==> src/rtl/priority_codec_pkg.sv <==
// Shared constants, FSM state type and code-classification helper for the
// priority-code receive path.
package priority_codec_pkg;

    localparam logic [7:0] NONE_CODE = 8'hF0;
    localparam int         IDX_W     = 4;
    localparam int         VEC_W     = 16;

    typedef enum logic {
        HOLD   = 1'b0,
        SETTLE = 1'b1
    } state_t;

    // A valid index has an all-zero upper nibble (8'h00..8'h0F).
    function automatic logic is_valid_idx(input logic [7:0] code);
        return (code[7:IDX_W] == 4'h0);
    endfunction

endpackage

==> src/rtl/code_debounce.sv <==
// Synchronises the incoming priority code and qualifies it: a code must be
// seen STABLE_CYCLES consecutive times before a one-cycle accept strobe.
module code_debounce
    import priority_codec_pkg::*;
#(
    parameter int STABLE_CYCLES = 4
) (
    input  logic       clk,
    input  logic       rst_n,
    input  logic [7:0] code_in,
    output logic       accept,
    output logic [7:0] code
);

    localparam logic [7:0] CNT_LAST = 8'(STABLE_CYCLES - 1);

    logic [7:0] sync1_r;
    logic [7:0] sync2_r;
    logic [7:0] cand_r;
    logic [7:0] cnt_r;
    state_t     state_r;

    logic [7:0] cand_s;
    logic [7:0] cnt_s;
    state_t     state_s;

    // Two-flop synchroniser for the off-chip code bus.
    always_ff @(posedge clk or negedge rst_n) begin
        if (!rst_n) begin
            sync1_r <= NONE_CODE;
            sync2_r <= NONE_CODE;
        end else begin
            sync1_r <= code_in;
            sync2_r <= sync1_r;
        end
    end

    // State register with candidate and stability counter.
    always_ff @(posedge clk or negedge rst_n) begin
        if (!rst_n) begin
            state_r <= HOLD;
            cand_r  <= NONE_CODE;
            cnt_r   <= 8'd0;
        end else begin
            state_r <= state_s;
            cand_r  <= cand_s;
            cnt_r   <= cnt_s;
        end
    end

    // Next-state logic: any change restarts qualification, whatever the state.
    always_comb begin
        state_s = state_r;
        cand_s  = cand_r;
        cnt_s   = cnt_r;
        if (sync2_r != cand_r) begin
            cand_s  = sync2_r;
            cnt_s   = 8'd0;
            state_s = SETTLE;
        end else begin
            case (state_r)
                SETTLE: begin
                    if (cnt_r == CNT_LAST) begin
                        state_s = HOLD;
                    end else begin
                        cnt_s = cnt_r + 8'd1;
                    end
                end
                HOLD:    state_s = HOLD;
                default: state_s = HOLD;
            endcase
        end
    end

    // Output logic: strobe on the edge that completes qualification.
    always_comb begin
        code = cand_r;
        if ((state_r == SETTLE) && (sync2_r == cand_r) && (cnt_r == CNT_LAST)) begin
            accept = 1'b1;
        end else begin
            accept = 1'b0;
        end
    end

endmodule

==> src/rtl/tt_um_priority_decoder.sv <==
// Priority-code receiver: regenerates a registered 16-bit one-hot vector from
// the qualified code. Define PULSE_MODE_EN for fixed-length pulses instead of levels.
module tt_um_priority_decoder
    import priority_codec_pkg::*;
#(
    parameter int STABLE_CYCLES = 4,
    parameter int PULSE_LEN     = 8
) (
    input  logic       clk,
    input  logic       rst_n,
    input  logic       ena,
    input  logic [7:0] ui_in,
    input  logic [7:0] uio_in,
    output logic [7:0] uo_out,
    output logic [7:0] uio_out,
    output logic [7:0] uio_oe
);

    logic             accept_s;
    logic [7:0]       code_s;
    logic [VEC_W-1:0] onehot_r;
    logic             unused_s;

    code_debounce #(
        .STABLE_CYCLES(STABLE_CYCLES)
    ) u_debounce (
        .clk    (clk),
        .rst_n  (rst_n),
        .code_in(ui_in),
        .accept (accept_s),
        .code   (code_s)
    );

`ifdef PULSE_MODE_EN
    logic [7:0] timer_r;

    // One-hot pulse register: each valid accept (re)starts a PULSE_LEN pulse.
    always_ff @(posedge clk or negedge rst_n) begin
        if (!rst_n) begin
            onehot_r <= 16'h0000;
            timer_r  <= 8'd0;
        end else if (accept_s && is_valid_idx(code_s)) begin
            onehot_r <= 16'h0001 << code_s[IDX_W-1:0];
            timer_r  <= 8'(PULSE_LEN);
        end else if (accept_s && (code_s == NONE_CODE)) begin
            onehot_r <= 16'h0000;
            timer_r  <= 8'd0;
        end else if (timer_r == 8'd1) begin
            onehot_r <= 16'h0000;
            timer_r  <= 8'd0;
        end else if (timer_r != 8'd0) begin
            timer_r  <= timer_r - 8'd1;
        end else begin
            onehot_r <= onehot_r;
        end
    end
`else
    // One-hot level register: invalid codes leave the last vector in place.
    always_ff @(posedge clk or negedge rst_n) begin
        if (!rst_n) begin
            onehot_r <= 16'h0000;
        end else if (accept_s && is_valid_idx(code_s)) begin
            onehot_r <= 16'h0001 << code_s[IDX_W-1:0];
        end else if (accept_s && (code_s == NONE_CODE)) begin
            onehot_r <= 16'h0000;
        end else begin
            onehot_r <= onehot_r;
        end
    end
`endif

    assign uo_out   = onehot_r[15:8];
    assign uio_out  = onehot_r[7:0];
    assign uio_oe   = 8'hFF;
    assign unused_s = &{1'b0, ena, uio_in};

endmodule

==> config.mk <==
export PLATFORM = sky130hd
export DESIGN_NAME = tt_um_priority_decoder
export DESIGN_NICKNAME = d
export VERILOG_FILES = /design/src/rtl/priority_codec_pkg.sv /design/src/rtl/code_debounce.sv /design/src/rtl/tt_um_priority_decoder.sv
export SDC_FILE = /design/constraint.sdc
export NUM_CORES = 1
export LEC_CHECK = 0
export CAP_MARGIN = 20
export CORE_MARGIN = 4
export CORE_UTILIZATION = 46
export DETAILED_ROUTE_END_ITERATION = 6
export MAX_ROUTING_LAYER = met4
export PLACE_DENSITY = 0.78
export REMOVE_ABC_BUFFERS = 1
export SLEW_MARGIN = 10
export SYNTH_ARGS = -nofsm -noshare
export SYNTH_HDL_FRONTEND = slang
export SYNTH_HIERARCHICAL = 1
export SYNTH_SLANG_ARGS = --single-unit
==> constraint.sdc <==
create_clock -name clk -period 2.3 [get_ports clk]
set_clock_uncertainty 0.05 [all_clocks]
set_input_delay 0.69 -clock clk [delete_from_list [all_inputs] [get_ports clk]]
set_output_delay 0.69 -clock clk [all_outputs]
set_load 0.05 [all_outputs]
==> results.cfg <==
[finish]
multi_input_area_sq_um = 900
nets = 256
post-route-util_pct = 58.3
seqCellArea_sq_um = 1240
fillers = 403
layoutNonFillerInstCount = 304
drive_above_1_share_pct = 29.1
num_antenna_cells = 0
layout-area-overhead-vs-synth_pct = 23.2

[yosys]
synthFlopType = dfrtp_1
synthArstFlopShare_pct = 100
yosys.area.top_type = dfrtp_1
synth_area_leaders = dfrtp_1 (41%), dfstp_2 (14%), o211ai_2 (5.6%)
ys_warn_count = 6
ys_top_cells_by_count = dfrtp_1 (37), nand2_1 (22), nand3_1 (22)
synth.distinct_cells = 39
synth_top_area_share_pct = 41.4
synth_most_common_cell = dfrtp_1
synth_area_per_cell_sq_um = 11.1
netlist_instances = 202
synth_area_sq_um = 2240
ys_seq_elements = 49
seq_area_frac_synth_pct = 55.5
synth_edf_count = 0

[pwr]
p_comb_share_pct = 6.9
cellLeakagePower_nw = 1.16
ir_worst_vdd_v = 0.000488
clock_power_share_pct = 34.2
p_total_mw = 1.55
power_switching_mw = 0.371
power_density_nw_per_um2 = 561
sw_frac_of_total_pct = 24.0
seqPwrFrac_pct = 58.9
intPower_mw = 1.17

[sta]
maxSlewHeadroom_pct = 61.2
fin_crit_sh_pct = 98.7
min_period_ps = 2270
timing.fmax_mhz = 440
setup_slack_ps = 28.9
setup_violations = 0
final-hold-violation-count = 0
report.final.slew_viol_count = 0
tightest_slew_ps = 582
rsz0062_at_grt = yes

[clock_network]
cts_inserted_buffers = 5
clock_sinks = 49
cts-root-buf = clkbuf_8
clock_latency_ps = 290
cts_buffer_depth = 2
path_clk_slew_ps = 90
htreeDepth = 2
tritoncts = done

[global_routing]
grt_pass1_vias = 1581
grt_max_degree = 27
overflow = 0
grt_first_pass_wirelength_microns = 7300
antenna_found_initial = 0
track_usage_pct = 15.4

[place]
pre_cts_slack_ps = -58.0
port_buffers = 25
place.gp.congestion = 0.836
place_inst = 295
dpl.hpwl_microns = 3000

[drt]
avgViaCountPerCell = 5.40
vias = 1641
wire_per_inst_microns = 14.2
drtAntennaViolNets = 0
wirelength_microns = 4330
drcViolationCount = 0
drt_first_pass_iters = 4
drt_iter0_markers = 174

[flow_run]
cap_violations = 0

[setup_path]
worstSetupEndpointType = flop
arrival_ps = 2450
reg2reg_depth = 8
critical_path_required_ps = 2480
cp_max_fo = 4
startpoint_type = flop
critPathKind = flop to flop

[status]
status = finished clean

[floorplanning]
io_pins = 43
die_area_sq_um = 6040
start_util_pct = 47.3
die_w_microns = 77.7
die_h_microns = 77.7
num_rows = 25
coreArea_sq_um = 4720

[hold_path]
hold_path_class = flop to flop
whs_path_depth = 0
## flip-flops by register name, summed over array words and instances (netlist names)
register / count
onehot_r: 16
u_debounce/cnt_r: 8
u_debounce/code: 8
u_debounce/state_r: 1
u_debounce/sync1_r: 8
u_debounce/sync2_r: 8
## critical path, stage by stage, from the launching register on
cell	delay, ps
dfrtp_1	390
ha_2	180
or4b_4	490
or2_4	260
nor4_4	230
buf_4	170
and3b_2	230
nand4_1	120
nand3_1	100
## layout by cell type, fill, tap and decap left out, types with 2 or more instances in the layout
| cell type | netlist | final |
|---|---|---|
| o21ai_0 | 3 | 3 |
| or3_1 | 3 | 2 |
| nand4_1 | 9 | 9 |
| clkdlybuf4s50_1 | 0 | 18 |
| and3b_2 | 0 | 2 |
| or4_1 | 3 | 3 |
| o211ai_1 | 11 | 11 |
| nor3_1 | 2 | 2 |
| o211ai_2 | 10 | 10 |
| buf_4 | 8 | 21 |
| a311oi_1 | 2 | 2 |
| nor2b_1 | 2 | 2 |
| xor2_1 | 2 | 2 |
| nand3_1 | 22 | 18 |
| clkbuf_8 | 0 | 6 |
| conb_1 | 1 | 8 |
| xnor2_1 | 8 | 8 |
| nor2_1 | 2 | 2 |
| inv_1 | 6 | 6 |
| a211oi_1 | 4 | 4 |
| dlymetal6s2s_1 | 0 | 2 |
| dfrtp_1 | 37 | 37 |
| nand4b_1 | 2 | 2 |
| nand3_2 | 0 | 4 |
| nand2_1 | 22 | 21 |
| dfstp_2 | 12 | 12 |
## worst paths after layout
| kind | from | to | slack, ps |
|---|---|---|---|
| setup reg to reg | u_debounce/cnt_r[1] | onehot_r[11] | 30 |
| max in group asynchronous | rst_n | u_debounce/code[7] | 1250 |
| setup / recovery | u_debounce/cnt_r[1] | onehot_r[11] | 30 |
| min in group asynchronous | rst_n | u_debounce/sync1_r[0] | 340 |
| hold reg to reg | u_debounce/sync1_r[7] | u_debounce/sync2_r[7] | 300 |
| hold / removal | u_debounce/sync1_r[7] | u_debounce/sync2_r[7] | 300 |
## per-layer routing
layer  global-route usage [%]  wire length, microns  up-vias
li1                         -                     -      780
met1                     20.6                  2000      811
met2                     23.6                  2100       46
met3                     3.71                   196        4
met4                     3.74                    27        0
met5                        -                     0        -
## per-stage QoR
stage                     cell area (sq um)  setup TNS (ps)  hold WS, ps
final                                  2750               0          302
after global routing                   2750            -470          313
after CTS                              2690           -3.32          303
after detailed placement               2580            -183          286
after global placement                 2580               0          282
after floorplan                        2110           -1160          281
## cells by family (layout without fill, tap and decap cells)
logic type                 after synthesis  in the layout  synth area share, %
AOI/OAI and AO/OA                       33             33                 13.2
other                                    1              8                0.168
DFF                                     49             49                 55.5
buffers and inverters                   31             59                 7.89
xor gates and xnor gates                10             10                 3.92
adders and majority gates                1              1                0.560
and+or+nand+nor                         77             77                 18.7
## power by group through the flow
stage	Clock [mW]	Combinational [mW]	Sequential (mW)
global route	0.597	0.116	0.915
detailed placement	0	0.106	0.927
CTS	0.544	0.106	0.910
global placement	0	0.104	0.924
floorplan	0	0.0583	0.921
finish	0.529	0.107	0.910
## final cells by class
class                   count  area share, %
clock buffers               6           3.00
clock inverters             2          0.636
inverters                   7          0.954
multi-input cells         129           32.7
flip-flops and latches     49           45.1
well taps                  67           3.04
repair buffers             44           14.6
## repair_timing
action	in CTS	in global routing
endpoints found under the setup margin	16	17
hold buffers	0	0
pin swaps	0	6
resized for setup	1	16
setup buffers	0	1
(Power assumes the default switching activity.)
==> variant, RTL diff (same settings) <==
The package constant `IDX_W` goes from 4 to 3.
--- a/src/rtl/priority_codec_pkg.sv
+++ b/src/rtl/priority_codec_pkg.sv
@@ -3,7 +3,7 @@
 package priority_codec_pkg;
 
     localparam logic [7:0] NONE_CODE = 8'hF0;
-    localparam int         IDX_W     = 4;
+    localparam int         IDX_W     = 3;
     localparam int         VEC_W     = 16;
 
     typedef enum logic {
Function: changed (a bounded check fails within 10 cycles, from zero or initial values and one cycle with rst_n low).
==> variant against the original RTL <==
Sequential power down 15%. Non-clock buffer count is 6 lower. Sequential cell count shrank 8. Routed wire length shrank 26%. Total power shrank 5.3%. Worst setup slack gained 0.040 ns. Critical path depth did not move. Maximum frequency grew 1.8%. Design area shrank 21%. Sequential share of layout area up 2.8 points. Global-route usage down 1.6 points. Area after synthesis down 20%. Worst hold slack improved by 0.00093 ns. Critical path type unchanged.
==> variant: results (changes against the original RTL) <==
<table>
<tr><th>Metric</th><th>Value</th></tr>
<tr><th colspan="2">Run status</th></tr>
<tr><td>Result of the run</td><td>complete, no violations (unchanged)</td></tr>
<tr><th colspan="2">Yosys</th></tr>
<tr><td>Post-Synth XOR/XNOR Area</td><td>4.916% (was 3.917%)</td></tr>
<tr><td>Sequential-to-total area share from yosys stat</td><td>58.43% (was 55.51%)</td></tr>
<tr><td>Compound-Gate Fraction of Synth Area</td><td>10.96% (was 13.21%)</td></tr>
<tr><td>Top post-synthesis cells by count</td><td>29 x dfrtp_1, 16 x buf_4, 12 x dfstp_2 (was 37 x dfrtp_1, 22 x nand2_1, 22 x nand3_1)</td></tr>
<tr><td>Synthesized instance count</td><td>153 (was 202)</td></tr>
<tr><th colspan="2">Worst hold path</th></tr>
<tr><td>Worst Hold Launch</td><td>u_debounce/sync1_r[3] (was u_debounce/sync1_r[7])</td></tr>
<tr><td>Worst min-delay path endpoint</td><td>u_debounce/sync2_r[3] (was u_debounce/sync2_r[7])</td></tr>
<tr><th colspan="2">Timing</th></tr>
<tr><td>Final worst-path cycle share</td><td>97.02% (was 98.74%)</td></tr>
<tr><td>Worst hold slack</td><td>0.3027 ns (was 0.3017 ns)</td></tr>
<tr><td>Worst max-slew margin expressed relative to the limit</td><td>66.03% (was 61.23%)</td></tr>
<tr><th colspan="2">Worst setup path</th></tr>
<tr><td>Critical path fanouts, max</td><td>8 (was 4)</td></tr>
<tr><td>Crit-path max cell delay</td><td>0.47 ns (was 0.49 ns)</td></tr>
<tr><td>Slack of the worst reg-to-reg path</td><td>0.07 ns (was 0.03 ns)</td></tr>
<tr><th colspan="2">Placement</th></tr>
<tr><td>Number of instances in the placed design</td><td>222 (was 295)</td></tr>
<tr><td>Worst slack at placement</td><td>-0.05445 ns (was -0.05799 ns)</td></tr>
<tr><td>Post-detailed-placement half-perimeter wirelength</td><td>2231 um (was 3001 um)</td></tr>
<tr><td>GPL Wtd Cong</td><td>0.8459 (was 0.8358)</td></tr>
<tr><th colspan="2">Global route</th></tr>
<tr><td>Global-route wire length before repair</td><td>5223 um (was 7300 um)</td></tr>
<tr><td>Global router's overall resource usage</td><td>13.80% (was 15.36%)</td></tr>
<tr><th colspan="2">Final layout</th></tr>
<tr><td>Number of filler cells placed in the layout</td><td>314 (was 403)</td></tr>
<tr><td>Layout cells sized above 1</td><td>28.11% (was 29.11%)</td></tr>
<tr><td>Final Net Count</td><td>204 (was 256)</td></tr>
<tr><th colspan="2">Power</th></tr>
<tr><td>Net switching power</td><td>358.3 uW (was 371.3 uW)</td></tr>
<tr><td>IR drop worst, VDD</td><td>0.4808 mV (was 0.4881 mV)</td></tr>
<tr><td>P_leak</td><td>0.8779 nW (was 1.165 nW)</td></tr>
<tr><th colspan="2">Detailed routing</th></tr>
<tr><td>Routed via count divided by cell count</td><td>5.155 (was 5.398)</td></tr>
<tr><td>Initial DRC count</td><td>32 (was 174)</td></tr>
</table>
variant: cell families after synthesis:
logic type / after synthesis
XOR/XNOR: 10
buffers and inverters: 31
other: 2
flip-flops: 41
AO/OA/AOI/OAI: 29
AND/OR/NAND/NOR: 39
adder cells (fa/ha/maj): 1
variant: layer usage:
layer	up-vias	routed length, um	global-route usage [%]	part of all wire [%]
li1	570	-	-	-
met1	580	1340	15.16	42
met2	44	1610	22.35	50
met3	7	183	4.892	5.7
met4	0	59	6.383	1.8
met5	-	0	-	0
variant: power groups by stage:
stage | sequential, mW | clock [mW] | combinational [mW]
after floorplan | 0.777 | 0 | 0.0794
after global placement | 0.779 | 0 | 0.113
after detailed placement | 0.782 | 0 | 0.115
after CTS | 0.769 | 0.601 | 0.116
after global routing | 0.772 | 0.631 | 0.125
final | 0.769 | 0.579 | 0.117
variant: final cells by class:
cell class	instances	area [um^2]	share of cell area, %
Clock buffer	5	68.82	3.166
Clock inverter	3	46.29	2.130
Inverter	3	11.26	0.5181
Multi-Input combinational cell	95	623.1	28.67
Sequential cell	41	1041	47.90
Tap cell	48	60.06	2.763
Timing Repair Buffer	38	322.8	14.85
variant: repair_timing:
item,in CTS,in global routing
gates cloned,0,0
pin swaps,0,3
buffers inserted,0,3
resized for setup,2,6
hold endpoints to repair,0,0
endpoints found under the setup margin,7,8
variant: worst max path at each step:
| stage | end | cells past startpoint |
|---|---|---|
| detailed placement | onehot_r[3] | 7 |
| global placement | onehot_r[3] | 7 |
| CTS | onehot_r[3] | 7 |
| global route | onehot_r[2] | 8 |
| finish | onehot_r[2] | 8 |
| floorplan | onehot_r[3] | 7 |
variant: worst reg2reg max path, stage by stage, from the launching register on:
cell and delay, ns:
dfrtp_1 0.36, ha_2 0.18, or4b_4 0.47, or2_4 0.27
nor4_4 0.15, nand2b_1 0.14, buf_4 0.18, o21ai_0 0.21
o22ai_1 0.12
variant: stage by stage:
| stage | area (um^2) | TNS (ns) | util, % |
|---|---|---|---|
| finish | 2173 | 0 | 58.92 |
| global route | 2173 | -0.1183 | 58.92 |
| global placement | 2013 | 0 | 54.58 |
| floorplan | 1653 | -0.8867 | - |
| CTS | 2135 | 0 | 57.87 |
| detailed placement | 2013 | -0.2167 | 54.58 |
